File: config.mk
export PLATFORM = sky130hd
export DESIGN_NAME = heap_requester
export DESIGN_NICKNAME = d
export VERILOG_FILES = /design/src/rtl/heap_requester_pkg.sv /design/src/rtl/heap_free_fifo.sv /design/src/rtl/heap_requester.sv
export SDC_FILE = /design/constraint.sdc
export NUM_CORES = 1
export LEC_CHECK = 0
export CAP_MARGIN = 20
export CORE_MARGIN = 8
export CORE_UTILIZATION = 53
export DETAILED_ROUTE_END_ITERATION = 6
export HOLD_SLACK_MARGIN = 0.06
export PLACE_DENSITY = 0.91
export SYNTH_ARGS = -nofsm -noshare
export SYNTH_HDL_FRONTEND = slang
export SYNTH_SLANG_ARGS = --single-unit
File: constraint.sdc
create_clock -name clk -period 2.95 [get_ports clk]
set_clock_uncertainty 0.05 [all_clocks]
set_input_delay 0.885 -clock clk [delete_from_list [all_inputs] [get_ports clk]]
set_output_delay 0.885 -clock clk [all_outputs]
set_load 0.01 [all_outputs]
File: src/rtl/heap_requester_pkg.sv
// Shared definitions for the heap requester: default address width,
// FSM state encodings and the grant-history type.
`ifndef ADDRESS_BITS
`define ADDRESS_BITS 8
`endif

package heap_requester_pkg;

    localparam int DEF_ADDR_BITS = `ADDRESS_BITS;

    localparam logic [1:0] ST_IDLE       = 2'd0;
    localparam logic [1:0] ST_WAIT_ALLOC = 2'd1;
    localparam logic [1:0] ST_WAIT_FREE  = 2'd2;

    typedef enum logic [1:0] {
        IDLE       = ST_IDLE,
        WAIT_ALLOC = ST_WAIT_ALLOC,
        WAIT_FREE  = ST_WAIT_FREE
    } state_t;

    typedef enum logic {
        GRANT_ALLOC = 1'b0,
        GRANT_FREE  = 1'b1
    } grant_t;

endpackage

File: src/rtl/heap_free_fifo.sv
// Pending-free address FIFO.
// Ports: clk, reset (async active-low), push/data in, pop, full, empty, head.
module heap_free_fifo #(
    parameter int ADDR_BITS  = 8,
    parameter int FREE_DEPTH = 4
) (
    input  logic                 clk,
    input  logic                 reset,
    input  logic                 push,
    input  logic [ADDR_BITS-1:0] data,
    input  logic                 pop,
    output logic                 full,
    output logic                 empty,
    output logic [ADDR_BITS-1:0] head
);

    localparam int PW = $clog2(FREE_DEPTH);

    logic [ADDR_BITS-1:0] mem [FREE_DEPTH];
    logic [PW-1:0]        wr;
    logic [PW-1:0]        rd;
    logic [PW:0]          count;
    logic                 doPush;
    logic                 doPop;

    assign full   = (count == (PW+1)'(FREE_DEPTH));
    assign empty  = (count == '0);
    assign head   = mem[rd];
    // A full FIFO refuses a push even when a pop frees a slot this cycle.
    assign doPush = push && !full;
    assign doPop  = pop && !empty;

    always_ff @(posedge clk) begin
        if (doPush) begin
            mem[wr] <= data;
        end
    end

    // Depth is a power of two, so the pointers wrap naturally.
    always_ff @(posedge clk or negedge reset) begin
        if (!reset) begin
            wr    <= '0;
            rd    <= '0;
            count <= '0;
        end else begin
            if (doPush) begin
                wr <= wr + 1'b1;
            end
            if (doPop) begin
                rd <= rd + 1'b1;
            end
            unique case ({doPush, doPop})
                2'b10:   count <= count + 1'b1;
                2'b01:   count <= count - 1'b1;
                default: count <= count;
            endcase
        end
    end

endmodule

File: src/rtl/heap_requester.sv
// Arbitrates client alloc/free requests onto a single-operation heap port.
// Ports: client alloc/free handshakes, heap strobes and results, liveCount, freeUnderflow.
module heap_requester
    import heap_requester_pkg::*;
#(
    parameter int ADDR_BITS  = DEF_ADDR_BITS,
    parameter int FREE_DEPTH = 4
) (
    input  logic                 clk,
    input  logic                 reset,
    input  logic                 reqAlloc,
    output logic                 reqAllocReady,
    output logic                 allocValid,
    output logic [ADDR_BITS-1:0] allocAddr,
    input  logic                 reqFree,
    input  logic [ADDR_BITS-1:0] reqFreeAddr,
    output logic                 reqFreeReady,
    output logic                 heapAlloc,
    output logic                 heapFree,
    output logic [ADDR_BITS-1:0] heapFreeAddress,
    input  logic [ADDR_BITS-1:0] heapAllocAddress,
    input  logic                 heapFinished,
    output logic [ADDR_BITS:0]   liveCount,
    output logic                 freeUnderflow
);

    state_t               state;
    grant_t               lastGrant;
    logic                 allocPending;
    logic                 fifoFull;
    logic                 fifoEmpty;
    logic [ADDR_BITS-1:0] fifoHead;
    logic                 allocAccept;
    logic                 freeAccept;
    logic                 grantFree;
    logic                 grantAlloc;
    logic                 fifoPop;

    assign reqAllocReady = !allocPending;
    assign reqFreeReady  = !fifoFull;
    assign allocAccept   = reqAlloc && reqAllocReady;
    assign freeAccept    = reqFree && reqFreeReady;

    // When both are pending, take the one not granted last time.
    assign grantFree  = !fifoEmpty &&
                        (!allocPending || lastGrant == GRANT_ALLOC);
    assign grantAlloc = allocPending &&
                        (fifoEmpty || lastGrant == GRANT_FREE);
    assign fifoPop    = (state == IDLE) && grantFree;

    heap_free_fifo #(
        .ADDR_BITS  (ADDR_BITS),
        .FREE_DEPTH (FREE_DEPTH)
    ) u_fifo (
        .clk   (clk),
        .reset (reset),
        .push  (freeAccept),
        .data  (reqFreeAddr),
        .pop   (fifoPop),
        .full  (fifoFull),
        .empty (fifoEmpty),
        .head  (fifoHead)
    );

    always_ff @(posedge clk or negedge reset) begin
        if (!reset) begin
            state           <= IDLE;
            lastGrant       <= GRANT_ALLOC;
            allocPending    <= 1'b0;
            heapAlloc       <= 1'b0;
            heapFree        <= 1'b0;
            heapFreeAddress <= '0;
            allocAddr       <= '0;
            allocValid      <= 1'b0;
            liveCount       <= '0;
            freeUnderflow   <= 1'b0;
        end else begin
            heapAlloc  <= 1'b0;
            heapFree   <= 1'b0;
            allocValid <= 1'b0;
            if (allocAccept) begin
                allocPending <= 1'b1;
            end
            unique case (state)
                IDLE: begin
                    if (grantFree) begin
                        state           <= WAIT_FREE;
                        heapFree        <= 1'b1;
                        heapFreeAddress <= fifoHead;
                        lastGrant       <= GRANT_FREE;
                    end else if (grantAlloc) begin
                        state     <= WAIT_ALLOC;
                        heapAlloc <= 1'b1;
                        lastGrant <= GRANT_ALLOC;
                    end
                end
                WAIT_ALLOC: begin
                    if (heapFinished) begin
                        allocAddr    <= heapAllocAddress;
                        allocValid   <= 1'b1;
                        allocPending <= 1'b0;
                        liveCount    <= liveCount + 1'b1;
                        state        <= IDLE;
                    end
                end
                WAIT_FREE: begin
                    if (heapFinished) begin
                        if (liveCount == '0) begin
                            freeUnderflow <= 1'b1;
                        end else begin
                            liveCount <= liveCount - 1'b1;
                        end
                        state <= IDLE;
                    end
                end
                default: state <= IDLE;
            endcase
        end
    end

endmodule

* After elaboration in Yosys (flattened, before gate mapping)
Memory sizes are Yosys's and may differ from the RTL's. A register that Yosys moved wholly into a read port is not among the register bits.
Index checks and enable logic that the tools add are counted.
Widths: inputs -> output; s select.
** Storage, ports and cells
- Bits in registers :: 32
- Memory bits (writable) :: 32
- Logic and storage cells :: 79
- Memories :: 1
** Cells by class
- Add/subtract/negate cells :: 6
- Equality and inequality tests :: 10
- Multiplexer cells :: 23
- Bitwise gates (word level) :: 1
- Reductions and logical operators :: 26
** Memories
- u_fifo.mem :: depth 4, bits a word 8, rd ports 1, clocked after memory_dff 1, wr ports 1, RTL line heap_free_fifo.sv:19 : logic [ADDR_BITS-1:0] mem [FREE_DEPTH];
** Operators by type and width (count)
- $mux 9 :: 3
- $pmux 9 s2 :: 1
- $mux 1 :: 14
- $add 9x1->9 const B :: 1
- $logic_not 9->1 :: 1
- $sub 9x1->9 const B :: 1
- $reduce_and 2->1 :: 4
- $logic_and 1x1->1 :: 7
- $mux 2 :: 3
- $ne 2x2->1 const B :: 3
- $pmux 3 s2 :: 1
- $reduce_bool 2->1 :: 3
- $add 2x1->2 const B :: 2
- $eq 2x1->1 const B :: 2
- $eq 2x2->1 const B :: 2
- $logic_not 1->1 :: 4
- $pmux 2 s2 :: 1
- $reduce_and 4->1 :: 1
- $add 3x1->3 const B :: 1
- $eq 3x3->1 const B :: 1
- $logic_not 3->1 :: 1
- $ne 3x3->1 const B :: 1
- $reduce_and 3->1 :: 1
- $sub 3x1->3 const B :: 1
- 5 further kinds :: 6

* Logic depth before layout (Yosys ltp)
- Word-level depth :: 7
- Gate-level depth with buffers :: 11
- Depth with buffers taken out :: 10

* By module
A second synthesis with hierarchy kept.
** Unflattened totals
- Cell total of the unflattened synthesis :: 260
- Area, all modules :: 3329.4 um^2
** Modules (own cells, without submodules)
- heap_requester :: instances 1, cells an instance 180, area each 1745.4 um^2, sequential area each 825.8 um^2
- heap_free_fifo :: instances 1, cells an instance 80, area each 1584.0 um^2, sequential area each 1136.1 um^2

* Least setup slack after synthesis
No wires, ideal clock.
- Path kind :: input-to-reg
- From :: in reqFree
- To :: reg u_fifo.count[2]
- Arrival time :: 2049 ps
- Required time :: 2821 ps
- Setup slack :: 772 ps
- Stages on the path :: 8
- Cells stage by stage :: and2_1 > inv_1 > ha_1 > inv_1 > fa_1 > xor2_1 > nor2_1 > xor2_1
** Between the ends
- Word-level cells in the longest chain between the ends :: 4
** Ends and longest elaborated chain
- start: declaration :: RTL line heap_requester.sv:15 : input logic reqFree,
- $logic_and 1x1->1 * :: RTL line heap_requester.sv:42 : assign freeAccept = reqFree && reqFreeReady;
- $logic_and 1x1->1 * :: RTL line heap_free_fifo.sv:30 : assign doPush = push && !full;
- $eq 2x1->1 or $eq 2x2->1 (tied branches) :: RTL line heap_free_fifo.sv:52 : unique case ({doPush, doPop})
- $pmux 3 s2 or $reduce_bool 2->1 (tied branches)
- end signal: assignment :: RTL line heap_free_fifo.sv:53 : 2'b10: count <= count + 1'b1;
- end signal: assignment :: RTL line heap_free_fifo.sv:54 : 2'b01: count <= count - 1'b1;
- end signal: assignment :: RTL line heap_free_fifo.sv:55 : default: count <= count;
- end: declaration :: RTL line heap_free_fifo.sv:22 : logic [PW:0] count;
Mark *: on every way between the ends. The rest lies on a longest branch, timed or not.
A chain may end at the register's enable or synchronous reset.

* Worst setup path in the final report
- From :: reg u_fifo.count[0]
- To :: out reqFreeReady
** Between the ends
- Word-level cells in the longest chain between the ends :: 2
** Ends and longest elaborated chain
- $eq 3x3->1 :: RTL line heap_free_fifo.sv:26 : assign full = (count == (PW+1)'(FREE_DEPTH));
- $logic_not 1->1 :: RTL line heap_requester.sv:40 : assign reqFreeReady = !fifoFull;
- end: declaration :: RTL line heap_requester.sv:17 : output logic reqFreeReady,
Every way passes these cells.

==> results.py <==
metrics = {
    "global_route": {
        "antenna_found_initial": 0,
        "grt_start_max_net_pins": 41,
        "grt_pass1_vias": 2073,
        "overflow": 0,
        "gr-usage-all-layers_pct": 14.9,
        "grt_pass1_wl_mm": 9.94,
    },
    "synthesis": {
        "synth_edf_count": 32,
        "synth_simple_gate_area_share_pct": 8.53,
        "syn_nets": 268,
        "synth-xor-area-share_pct": 3.85,
        "avgSynthCellArea_um2": 13.8,
        "yosysSeqAreaShare_pct": 61.6,
        "async_reset_ff_share_pct": 55.6,
        "synth_seq_cells": 72,
        "synth_compound_area_share_pct": 6.76,
        "synth_ff_type": "dfrtp_1",
        "synth_top_family_by_area": "multiplexers",
        "syn_inst": 230,
        "synth_warnings": 0,
        "yosys.cell_types.count": 35,
        "synth_area_um2": 3180,
        "synthAdderAreaFrac_pct": 7.15,
        "synthMuxAreaShare_pct": 10.2,
    },
    "run_status": {
        "status": "completed",
    },
    "clock_network": {
        "cts_buffers": 9,
        "clock_latency_ns": 0.33,
        "cts.clk_slew.worst_paths_ns": 0.07,
        "clock_sinks": 72,
        "postCtsHoldBufs": 0,
        "cts_htree_levels": 3,
        "cts_tree": "yes",
        "postCtsSetupRepairBufs": 0,
        "cts_buffer_depth": 2,
        "cts_resized": 0,
        "cts_root_buffer": "clkbuf_8",
    },
    "floorplanning": {
        "dieArea_um2": 8740,
        "rows": 28,
        "die_y_um": 93.5,
        "core_area_um2": 5850,
        "die_x_um": 93.5,
        "ioPinCount": 52,
        "initial_utilization_pct": 54.4,
    },
    "cells_and_area": {
        "layout_commonest_cell": "clkdlybuf4s50_1",
        "final_core_util_pct": 68.3,
        "drive_above_1_share_pct": 14.5,
        "antennaDiodeCount": 0,
        "area_growth_pct": 25.6,
        "most-common-layout-cells": "50 x clkdlybuf4s50_1, 40 x dfrtp_1, 36 x nand2_1",
        "fin_area_um2": 4000,
        "nets": 329,
        "fill_cells": 413,
    },
    "worst_setup_path": {
        "reg2reg_to": "liveCount[8]",
        "required_ns": 2.02,
        "path_cells": "inv_1 > nand3_1 > clkdlybuf4s50_1",
        "r2r_cells": 8,
        "worstPathMaxFanout": 6,
        "worstReg2RegStart": "state[0]",
        "slowest_stage": "clkdlybuf4s50_1",
        "cp-end-kind": "output pin",
        "max_stage_delay_ns": 0.58,
        "worstSetupPathType": "reg -> out",
        "cp-start-kind": "flop",
        "critical_path_arrival_ns": 1.61,
        "rrSetupSlack_ns": 0.50,
    },
    "flow_run": {
        "maxCapViolCount": 0,
    },
    "timing": {
        "period_needed_ns": 2.54,
        "fin_crit_sh_pct": 86.2,
        "rsz0062_at_grt": "no",
        "max_freq_mhz": 393,
        "finalSetupViolCount": 0,
        "worst_slew_pin_slew_ns": 0.885,
        "slew_headroom_pct": 41.0,
        "hold_viol": 0,
        "slew_violations": 0,
        "finalSetupTns_ns": 0,
    },
    "drt": {
        "drt_first_pass_iters": 4,
        "vias": 1985,
        "drtIter0Drc": 100,
        "wire_per_inst_um": 16.4,
        "drc": 0,
        "ant_nets": 0,
        "drt_wl_total_mm": 6.08,
        "avgViaCountPerCell": 5.35,
    },
    "power_and_ir_drop": {
        "power_density_nw_per_um2": 1150,
        "p_leak_nw": 1.67,
        "ir_drop_mv": 0.653,
    },
    "placement": {
        "gp_congestion": 0.832,
        "place_area_um2": 3780,
        "io_buffers": 51,
        "hpwl_mm": 4.55,
    },
    "worst_hold_path": {
        "holdPathStages": 2,
        "hold_end": "heapFreeAddress[6]",
        "hold_path.class": "reg -> reg",
        "hp-start": "heapFreeAddress[6]",
    },
}
==> registers in the layout, indices dropped and copies added, names as in the netlist <==
signal,cells
heapFree,1
allocValid,1
u_fifo.wr,2
allocAddr,8
state,2
heapFreeAddress,8
u_fifo.rd,2
u_fifo.count,3
liveCount,9
freeUnderflow,1
u_fifo.mem,32
allocPending,1
lastGrant,1
heapAlloc,1
==> cells in the mapped netlist (2+ instances only) <==
| library cell | n | area [µm²] |
|---|---|---|
| dfrtp_1 | 40 | 1000 |
| nand2_1 | 36 | 135 |
| a31oi_1 | 2 | 12.5 |
| inv_1 | 11 | 41.3 |
| nor2_1 | 10 | 37.5 |
| mux4_2 | 8 | 180 |
| ha_1 | 15 | 188 |
| o21bai_1 | 4 | 30.0 |
| buf_2 | 2 | 10.0 |
| o22ai_1 | 2 | 12.5 |
| xnor2_1 | 10 | 87.6 |
| o21a_1 | 3 | 22.5 |
| a21oi_1 | 8 | 40.0 |
| a21o_1 | 3 | 22.5 |
| o21ai_0 | 6 | 30.0 |
| edfxtp_1 | 32 | 961 |
| fa_1 | 2 | 40.0 |
| nand3_1 | 2 | 10.0 |
| and3_1 | 4 | 25.0 |
| mux2_2 | 12 | 135 |
| xor2_1 | 4 | 35.0 |
==> power breakdown <==
group / leakage (nW) / internal, mW / switching (mW)
Sequential: 0.775 / 1.42 / 0.303
Clock: 0.104 / 0.473 / 0.350
Combinational: 0.788 / 1.09 / 0.964
==> final cells by class <==
| cell class | instances | area [µm²] | area share [%] |
|---|---|---|---|
| sequential | 72 | 1960 | 49.1 |
| multi-input combinational | 143 | 1160 | 29.1 |
| timing repair buffer | 53 | 520 | 13.0 |
| clock inverter | 6 | 85.1 | 2.13 |
| clock buffer | 10 | 128 | 3.19 |
| inverter | 12 | 45.0 | 1.13 |
| tap | 75 | 93.8 | 2.35 |
==> routing by layer <==
metal | up-vias | share of wire, % | track usage, %
met5 | - | 0 | 0
li1 | 942 | - | -
met4 | 0 | 1.2 | 5.64
met1 | 988 | 39 | 16.9
met2 | 47 | 52 | 25.1
met3 | 8 | 7.0 | 5.21
==> metrics by stage <==
| stage | setup slack, ns | instances | power, mW | hold WS, ns |
|---|---|---|---|---|
| global route | 0.286 | 371 | 4.93 | 0.453 |
| detailed placement | 0.186 | 355 | 3.83 | 0.416 |
| CTS | 0.403 | 371 | 4.66 | 0.435 |
| finish | 0.406 | 371 | 4.60 | 0.430 |
| global placement | 0.269 | 355 | 3.71 | 0.410 |
| floorplan | 0.772 | 230 | 3.03 | 0.414 |
==> cells by family (layout without fill, tap and decap cells) <==
family / count (synthesis) / in the layout
xor gates and xnor gates: 14 / 14
and+or+nand+nor: 59 / 59
buffers and inverters: 15 / 81
DFF: 72 / 72
adders and majority gates: 17 / 17
AOI/OAI and AO/OA: 32 / 32
muxes: 21 / 21
==> how the worst max path moves through the flow <==
stage | end | depth (start not counted) | slack (ns) | from
6_report | reqFreeReady | 3 | 0.41 | u_fifo.count[0]
5_1_grt | liveCount[8] | 8 | 0.29 | state[0]
4_1_cts | reqFreeReady | 3 | 0.40 | u_fifo.count[0]
3_5_place_dp | u_fifo.count[2] | 9 | 0.19 | reqFree
3_3_place_gp | u_fifo.count[2] | 9 | 0.27 | reqFree
2_1_floorplan | u_fifo.count[2] | 8 | 0.77 | reqFree
==> critical path, delay by kind of cell (launching register included) <==
kind	cells	cell delay, ns
AND/OR/NAND/NOR	1	0.20
buffers and inverters	2	0.68
flip-flops	1	0.40
Note: power is estimated with default switching activity, not from simulation.
